[src/rtl/fp_add_arbiter.sv]
// rtl/fp_add_arbiter.sv - round-robin issue arbiter for an external pipelined FP adder
// Optional counters stat_issued/stat_stall are built when FPADD_ARB_STATS_EN is defined.
module fp_add_arbiter #(
   parameter int NREQ = 4,
   parameter int LAT  = 7
) (
   input  logic                 clk,
   input  logic                 nreset,
   input  logic                 en,
   input  logic [NREQ-1:0]      req,
   input  logic [32*NREQ-1:0]   opa,
   input  logic [32*NREQ-1:0]   opb,
   output logic [NREQ-1:0]      gnt,
   output logic [31:0]          add_dataa,
   output logic [31:0]          add_datab,
   input  logic [31:0]          add_result,
   output logic [NREQ-1:0]      rsp_valid,
   output logic [31:0]          rsp_data,
`ifdef FPADD_ARB_STATS_EN
   output logic [31:0]          stat_issued,
   output logic [31:0]          stat_stall,
`endif
   output logic                 busy
);

   localparam int IW = (NREQ > 1) ? $clog2(NREQ) : 1;

   typedef enum logic [1:0] {S_IDLE, S_RUN, S_DRAIN} state_t;

   state_t        r_state;
   logic [IW-1:0] r_rr;
   logic [LAT:0]  r_vld;
   logic [IW-1:0] r_tag [LAT+1];
   logic [31:0]   r_dataa;
   logic [31:0]   r_datab;

   logic          w_found;
   logic [IW-1:0] w_win;
   logic [IW:0]   w_idx;
   logic          w_can_issue;
   logic          w_acc;
   logic          w_any_req;
   logic          w_empty;

   // Scan from the round-robin pointer, wrapping modulo NREQ.
   always_comb begin
      w_found = 1'b0;
      w_win   = '0;
      w_idx   = '0;
      for (int k = 0; k < NREQ; k++) begin
         w_idx = {1'b0, r_rr} + (IW+1)'(k);
         if (w_idx >= (IW+1)'(NREQ)) w_idx = w_idx - (IW+1)'(NREQ);
         if (!w_found && req[w_idx[IW-1:0]]) begin
            w_found = 1'b1;
            w_win   = w_idx[IW-1:0];
         end
      end
   end

   assign w_any_req   = |req;
   assign w_empty     = (r_vld == '0);
   assign w_can_issue = nreset && en && ((r_state == S_IDLE) || (r_state == S_RUN));
   assign w_acc       = w_can_issue && w_found;

   always_comb begin
      gnt = '0;
      if (w_acc) gnt[w_win] = 1'b1;
   end

   always_comb begin
      rsp_valid = '0;
      if (r_vld[LAT]) rsp_valid[r_tag[LAT]] = 1'b1;
   end

   assign rsp_data  = add_result;
   assign add_dataa = r_dataa;
   assign add_datab = r_datab;
   assign busy      = (r_state != S_IDLE);

   always_ff @(posedge clk) begin
      if (!nreset) begin
         r_state <= S_IDLE;
         r_rr    <= '0;
         r_vld   <= '0;
         r_dataa <= '0;
         r_datab <= '0;
         for (int i = 0; i <= LAT; i++) r_tag[i] <= '0;
      end else begin
         r_vld    <= {r_vld[LAT-1:0], w_acc};
         r_tag[0] <= w_win;
         for (int i = 1; i <= LAT; i++) r_tag[i] <= r_tag[i-1];
         if (w_acc) begin
            r_dataa <= opa[32*int'(w_win) +: 32];
            r_datab <= opb[32*int'(w_win) +: 32];
            r_rr    <= (w_win == IW'(NREQ-1)) ? '0 : w_win + IW'(1);
         end
         case (r_state)
            S_IDLE:  if (en && w_any_req) r_state <= S_RUN;
            S_RUN: begin
               if (!en)                       r_state <= S_DRAIN;
               else if (!w_any_req && w_empty) r_state <= S_IDLE;
            end
            S_DRAIN: begin
               if (en && w_any_req) r_state <= S_RUN;
               else if (w_empty)    r_state <= S_IDLE;
            end
            default: r_state <= S_IDLE;
         endcase
      end
   end

`ifdef FPADD_ARB_STATS_EN
   logic [31:0] r_stat_issued;
   logic [31:0] r_stat_stall;

   always_ff @(posedge clk) begin
      if (!nreset) begin
         r_stat_issued <= '0;
         r_stat_stall  <= '0;
      end else begin
         if (w_acc)                 r_stat_issued <= r_stat_issued + 32'd1;
         if (w_any_req && !w_acc)   r_stat_stall  <= r_stat_stall + 32'd1;
      end
   end

   assign stat_issued = r_stat_issued;
   assign stat_stall  = r_stat_stall;
`endif

endmodule

[config.mk]
export PLATFORM = sky130hd
export DESIGN_NAME = fp_add_arbiter
export DESIGN_NICKNAME = d
export VERILOG_FILES = /design/src/rtl/fp_add_arbiter.sv
export SDC_FILE = /design/constraint.sdc
export NUM_CORES = 1
export LEC_CHECK = 0
export ABC_CLOCK_PERIOD_IN_PS = 2700
export CORE_AREA = 2 2 155 157
export CTS_CLUSTER_SIZE = 14
export DETAILED_ROUTE_END_ITERATION = 10
export DIE_AREA = 0 0 157 159
export GPL_TIMING_DRIVEN = 0
export REMOVE_ABC_BUFFERS = 1
export SYNTH_ARGS = -nofsm -noshare
export SYNTH_HDL_FRONTEND = slang
export SYNTH_SLANG_ARGS = --single-unit
[constraint.sdc]
create_clock -name clk -period 2.7 [get_ports clk]
set_clock_uncertainty 0.2 [all_clocks]
set_input_delay 0.27 -clock clk [delete_from_list [all_inputs] [get_ports clk]]
set_output_delay 0.27 -clock clk [all_outputs]
set_load 0.02 [all_outputs]
[Word level (Yosys, flattened, before mapping)]
Memory sizes are Yosys's and may differ from the RTL's.
Cells that the tools add are included.
Word-level totals
  register bits after elaboration: 76
  bits in writable memories: 16
  input port bits: 295
  output and inout port bits: 105
  word-level logic and storage cells: 105
  memories kept: 1
Memories
  r_tag: words 8, width 2, read ports 8, clocked after memory_dff 0, wr ports 8, line 33  | logic [IW-1:0] r_tag [LAT+1];
Operators by class
  add/subtract/negate cells: 8
  $lt $le $gt $ge: 12
  eq/ne operators: 6
  shifts and indexed selects: 2
  multiplexer cells: 43
  bitwise gates (word level): 8
  reduce and logical (&&, ||, !) cells: 20
Operator list (count)
  128-bit by 8-bit variable part select with 32-bit output: 2
  2-bit 2-to-1 mux: 22
  2-bit by 3-bit less-than comparator with 1-bit output, second input constant: 6
  1-bit 2-to-1 mux: 12
  1-bit logical AND: 10
  3-bit >= comparator, second input constant: 3
  1-bit binary-select mux with 2-bit select: 4
  8-bit zero test: 1
  4-bit 2-to-1 mux: 2
  1-bit OR: 8
  2-bit by 1-bit subtractor with 2-bit output, second input constant: 4
  2-bit by 2-bit adder with 3-bit output, second input constant: 2
  2-bit case mux with 3 select lines: 1
  1-bit demux with 2-bit select: 2
  2-bit == test, second input constant: 2
  2-bit by 1-bit >= comparator with 1-bit output, second input constant: 2
  1-bit zero test: 4
  4-bit OR reduction: 1
  2-bit by 1-bit adder with 3-bit output, second input constant: 1
  2-bit by 3-bit >= comparator with 1-bit output, second input constant: 1
  3-bit by 2-bit inequality test with 1-bit output, second input constant: 1
  3-bit inequality test, second input constant: 1
  3-bit AND reduction: 1
  2-bit by 1-bit adder with 2-bit output, second input constant: 1
  5 further kinds: 5

[Logic depth before layout (Yosys ltp)]
  depth after elaboration: 19
  depth in mapped cells: 10
  depth with buffers taken out: 6

[Worst setup path after synthesis]
OpenSTA, ideal clock, no wires.
  kind: input port to output port
  start point: input nreset
  end point: output gnt[2]
  arrival: 1.647 ns
  data required time: 2.230 ns
  slack: 0.583 ns
  stages: 9
  buffers on the path: 4
  cell sequence: buf_2 -> nand2_1 -> or3_1 -> buf_6 -> clkinv_2 -> nand3_2 -> buf_6 -> buf_6 -> nor2_1
On the way
  word-level cells in the longest chain between the ends: 4
RTL lines
  start, declared: line 8  | input logic nreset,
  1-bit logical AND (2 in series): line 62  | assign w_can_issue = nreset && en && ((r_state == S_IDLE) || (r_state == S_RUN));
  1-bit logical AND: line 63  | assign w_acc = w_can_issue && w_found;
  4-bit 2-to-1 mux: line 67  | if (w_acc) gnt[w_win] = 1'b1;
  end, declared: line 13  | output logic [NREQ-1:0] gnt,
Every way passes these cells.

[Worst setup path in the final report]
  start point: register r_rr[1]
  end point: output gnt[3]
On the way
  word-level cells in the longest chain between the ends: 19
  elaborated cells on any way between the ends: 44
  those cells by class: add/sub (7); order compare (6); mux (23); reduce/logical (8)
RTL lines
  start, declared: line 31  | logic [IW-1:0] r_rr;
  start signal, assigned: line 95  | r_rr <= (w_win == IW'(NREQ-1)) ? '0 : w_win + IW'(1);
  branches (longest 18 deep; another with 2-bit by 1-bit adder with 3-bit output)
  4-bit 2-to-1 mux *: line 67
Mark *: on every way between the ends. The select of a mux whose other input is x is not followed.

==> summary.txt <==
Placed design
  • Weighted congestion reported at the end of routability-driven placement: between 0.7 and 0.8
  • Number of buffer cells added on primary ports: between 300 and 400
  • Placement Cell Area: 8570 um^2
  • DP HPWL: 17.3 mm
  • Placed Cells incl. Taps: about 1,200

Floorplanning
  • Die Footprint: around 25,000 um^2
  • IO Pins: 400
  • Overall die height: 159 um
  • Initial core utilization: 0.223
  • Die width: about 160 um
  • Area of the placeable core: around 23,000 um^2
  • Row count: 56

Hold path
  • Min-delay src: en
  • Destination of the worst hold path: r_state[0]
  • Min-Delay Path Class: input pin to flip-flop
  • Depth of the worst hold-timing path: 3

Logic synthesis
  • Count of distinct cell types in the synthesized netlist: 40
  • Number of enable-type register cells in the synthesized netlist: 0
  • Count of yosys warnings during synthesis: 0
  • Number of instances in the synthesized netlist: 591
  • #FFs+latches synth: around 90
  • Cell area after synthesis: approximately 5200 um^2
  • Portion of the post-synthesis area used by sequential elements: 0.356
  • Synth Flop Type: sky130_fd_sc_hd__dfxtp_1
  • Avg Cell Area, Syn: 8.76 um^2
  • Share of synthesized registers carrying an async set or reset: 0

Detailed routing
  • DRC violation total after the first TritonRoute iteration: 652
  • Final routed wirelength across all metal layers: about 27 mm
  • Number of vias per cell after detailed routing: between 5 and 6
  • Wire length per cell after detailed routing: about 23 um
  • Detailed-router iteration count before antenna repair: 6
  • Number of design rule violations left after detail routing: 0
  • Final ANT Viol Nets: 0
  • Via count: about 6,000

Global routing
  • Via count of the first global-routing pass: ~6,300
  • Gr ovfl total: 0
  • Global-route wire length before repair: about 39 mm
  • Largest net degree at the start of global routing: 92
  • Global-route usage over all layers: 0.211
  • Initial antenna violation count: 0

Power
  • Total power after layout: between 0.004 and 0.005 W
  • Maximum ir drop on the vdd rail: roughly 300 uV
  • Reported leakage power: between 3 and 4 nW
  • Power per cell area: 457 nW/um^2

Clocking
  • TritonCTS clock tree: built
  • Clock transition at the register clock pins on the worst setup and hold paths after CTS: 0.08 ns
  • Clock insertion delay at the later pin of the skew report: ~0.36 ns
  • Maximum number of buffers from clock root to sink: 2
  • Inserted Clock Buffers: 9
  • Clock tree root buffer cell: sky130_fd_sc_hd__clkbuf_16
  • Number of sinks on the clock net: a little over 90
  • Number of hold buffers added after cts: 0
  • Total number of H-tree levels: 3

Finish
  • Util after Layout: 0.394
  • Count of inserted antenna diode cells: 0
  • Area grow syn2layout: 76.3%
  • Layout cell share with drive strength beyond 1: 0.0846
  • Number of nets at the end of the flow: around 1,200
  • Finished Cell Area: a little over 9000 um^2
  • Non-filler instance count after layout: 1,194

Outcome
  • Result of the run: completed

Critical path
  • Number of cell instances on the worst register-to-register path: 10
  • Worst-path fanout max: 29
  • End of the worst register-to-register path: add_dataa[30]
  • Type of the worst setup path: flip-flop to primary output
  • Arrival time worst endpoint: about 2.1 ns
  • Critical path's largest stage delay: 0.43 ns
  • Crit path capture type: primary output
  • Type of element launching the critical path: flip-flop
  • Internal reg-to-reg setup slack: around 0.18 ns
  • Critical path cell sequence: mux2i_4 -> o22ai_4 -> buf_12 -> nor2_2 -> ha_1 -> and2_1 -> clkdlybuf4s15_2
  • Data required time at the worst endpoint: about 2.2 ns
  • Reg-to-Reg Start: r_rr[1]
  • Max stage delay cell, worst path: sky130_fd_sc_hd__dfxtp_4

Timing
  • Fin. max-slew vios: 0
  • Tightest Pin Transition: around 0.9 ns
  • Final worst-path cycle share: 0.962
  • Final number of setup-violating endpoints: 0
  • Top achievable clock speed: around 380 MHz
  • Setup repair after global routing missed its margin: no
  • Worst slew slack as a fraction of its limit: 0.382
  • Minimum clock period after layout: 2.60 ns
  • Final Hold Violating Endpoints: 0

Run
  • Number of max-cap violations: 0
-- final cells by class --
type                            instances  area, um^2
Fill cell                            2375       14100
Timing Repair Buffer                  366        3720
Multi-Input combinational cell        397        2840
Sequential cell                        92        1850
Tap cell                              319         399
Clock buffer                            9         225
Clock inverter                          7        71.3
Inverter                                4        20.0
-- how the worst max path moves through the flow --
stage | from | to | slack [ns] | cells past startpoint
floorplan | r_rr[1] | add_dataa[0] | -4.18 | 5
global placement | nreset | gnt[0] | -12.86 | 4
detailed placement | nreset | gnt[2] | -1.33 | 9
CTS | req[2] | gnt[3] | 0.001 | 7
global route | r_rr[1] | gnt[0] | 0.001 | 6
finish | r_rr[1] | gnt[3] | 0.10 | 7
-- per-stage QoR --
stage | TNS [ns] | worst slack, ns | hold slack [ns]
floorplan | -275.78 | -4.18 | 0.192
global placement | -815.64 | -12.86 | 0.213
detailed placement | -46.79 | -1.33 | 0.218
CTS | 0 | 0.00107 | 0.123
global route | 0 | 0.00129 | 0.0812
finish | 0 | 0.101 | 0.0461
-- metal layers --
metal,wire [um],track usage,up-vias,part of all wire
met5,91,0.0317,-,0.0033
met4,503,0.0613,2,0.018
met3,2890,0.0909,34,0.11
met2,12500,0.332,348,0.46
met1,11400,0.258,2987,0.42
li1,-,-,2810,-
-- critical path: cells and delay by family (launching register included) --
| kind | cells | cell delay [ns] |
|---|---|---|
| adder cells (fa/ha/maj) | 1 | 0.18 |
| multiplexers | 1 | 0.29 |
| flip-flops | 1 | 0.43 |
| buffers and inverters | 2 | 0.47 |
| AO/OA/AOI/OAI | 1 | 0.13 |
| AND/OR/NAND/NOR | 2 | 0.26 |
-- state kept, by name, summed over array words and instances, names as in the netlist --
signal     count
r_state        2
r_rr           2
r_tag         16
add_dataa     32
add_datab     32
r_vld          8
-- repair_timing --
action,4_1_cts,5_1_grt
cloned,5,0
setup endpoints to repair,68,17
resized for setup,28,8
setup buffers,13,4
pin swaps,5,1
-- cell usage after synthesis, types with 2 or more instances --
cell | n | area share
sky130_fd_sc_hd__dfxtp_1 | 92 | 0.36
sky130_fd_sc_hd__o21ai_0 | 67 | 0.065
sky130_fd_sc_hd__nand3_1 | 66 | 0.064
sky130_fd_sc_hd__a21boi_1 | 65 | 0.094
sky130_fd_sc_hd__a21o_1 | 64 | 0.093
sky130_fd_sc_hd__a222oi_1 | 64 | 0.12
sky130_fd_sc_hd__clkbuf_1 | 39 | 0.028
sky130_fd_sc_hd__buf_4 | 33 | 0.048
sky130_fd_sc_hd__and2_1 | 26 | 0.031
sky130_fd_sc_hd__buf_2 | 17 | 0.016
sky130_fd_sc_hd__buf_6 | 11 | 0.024
sky130_fd_sc_hd__nand2_1 | 8 | 0.0058
sky130_fd_sc_hd__nor2_1 | 6 | 0.0044
sky130_fd_sc_hd__and3_1 | 3 | 0.0036
sky130_fd_sc_hd__inv_1 | 3 | 0.0022
sky130_fd_sc_hd__nand2b_1 | 2 | 0.0024
sky130_fd_sc_hd__nor4_1 | 2 | 0.0024
-- kinds of logic (layout without fill, tap and decap cells) --
logic type      after synthesis  in the layout  share of synthesized area
compound gates              270            270                      0.392
simple gates                122            125                      0.128
buf+inv                     105            386                      0.120
mux                           1              1                    0.00193
fa+ha+maj                     1              1                    0.00242
flops                        92             92                      0.356
-- cell usage in the layout, fill, tap and decap left out, types with 3 or more instances in the layout --
| cell type | Yosys | layout |
|---|---|---|
| sky130_fd_sc_hd__dfxtp_1 | 92 | 90 |
| sky130_fd_sc_hd__o21ai_0 | 67 | 67 |
| sky130_fd_sc_hd__nor2_2 | 0 | 3 |
| sky130_fd_sc_hd__a222oi_1 | 64 | 64 |
| sky130_fd_sc_hd__and3_1 | 3 | 3 |
| sky130_fd_sc_hd__nor2_1 | 6 | 3 |
| sky130_fd_sc_hd__clkinv_4 | 0 | 3 |
| sky130_fd_sc_hd__dlygate4sd2_1 | 0 | 4 |
| sky130_fd_sc_hd__inv_1 | 3 | 3 |
| sky130_fd_sc_hd__clkbuf_16 | 0 | 9 |
| sky130_fd_sc_hd__clkdlybuf4s50_1 | 0 | 325 |
| sky130_fd_sc_hd__nand2_1 | 8 | 7 |
| sky130_fd_sc_hd__a21boi_1 | 65 | 64 |
| sky130_fd_sc_hd__buf_12 | 0 | 6 |
| sky130_fd_sc_hd__and2_1 | 26 | 26 |
| sky130_fd_sc_hd__a21o_1 | 64 | 64 |
| sky130_fd_sc_hd__nand3_1 | 66 | 66 |
| sky130_fd_sc_hd__buf_4 | 33 | 23 |
-- power by group --
| group | switching, W | internal (W) |
|---|---|---|
| Sequential | 0.0000574 | 0.00144 |
| Combinational | 0.000621 | 0.000725 |
| Clock | 0.000669 | 0.000651 |
| Total | 0.00135 | 0.00282 |
Power figures use the tool's default switching activity.
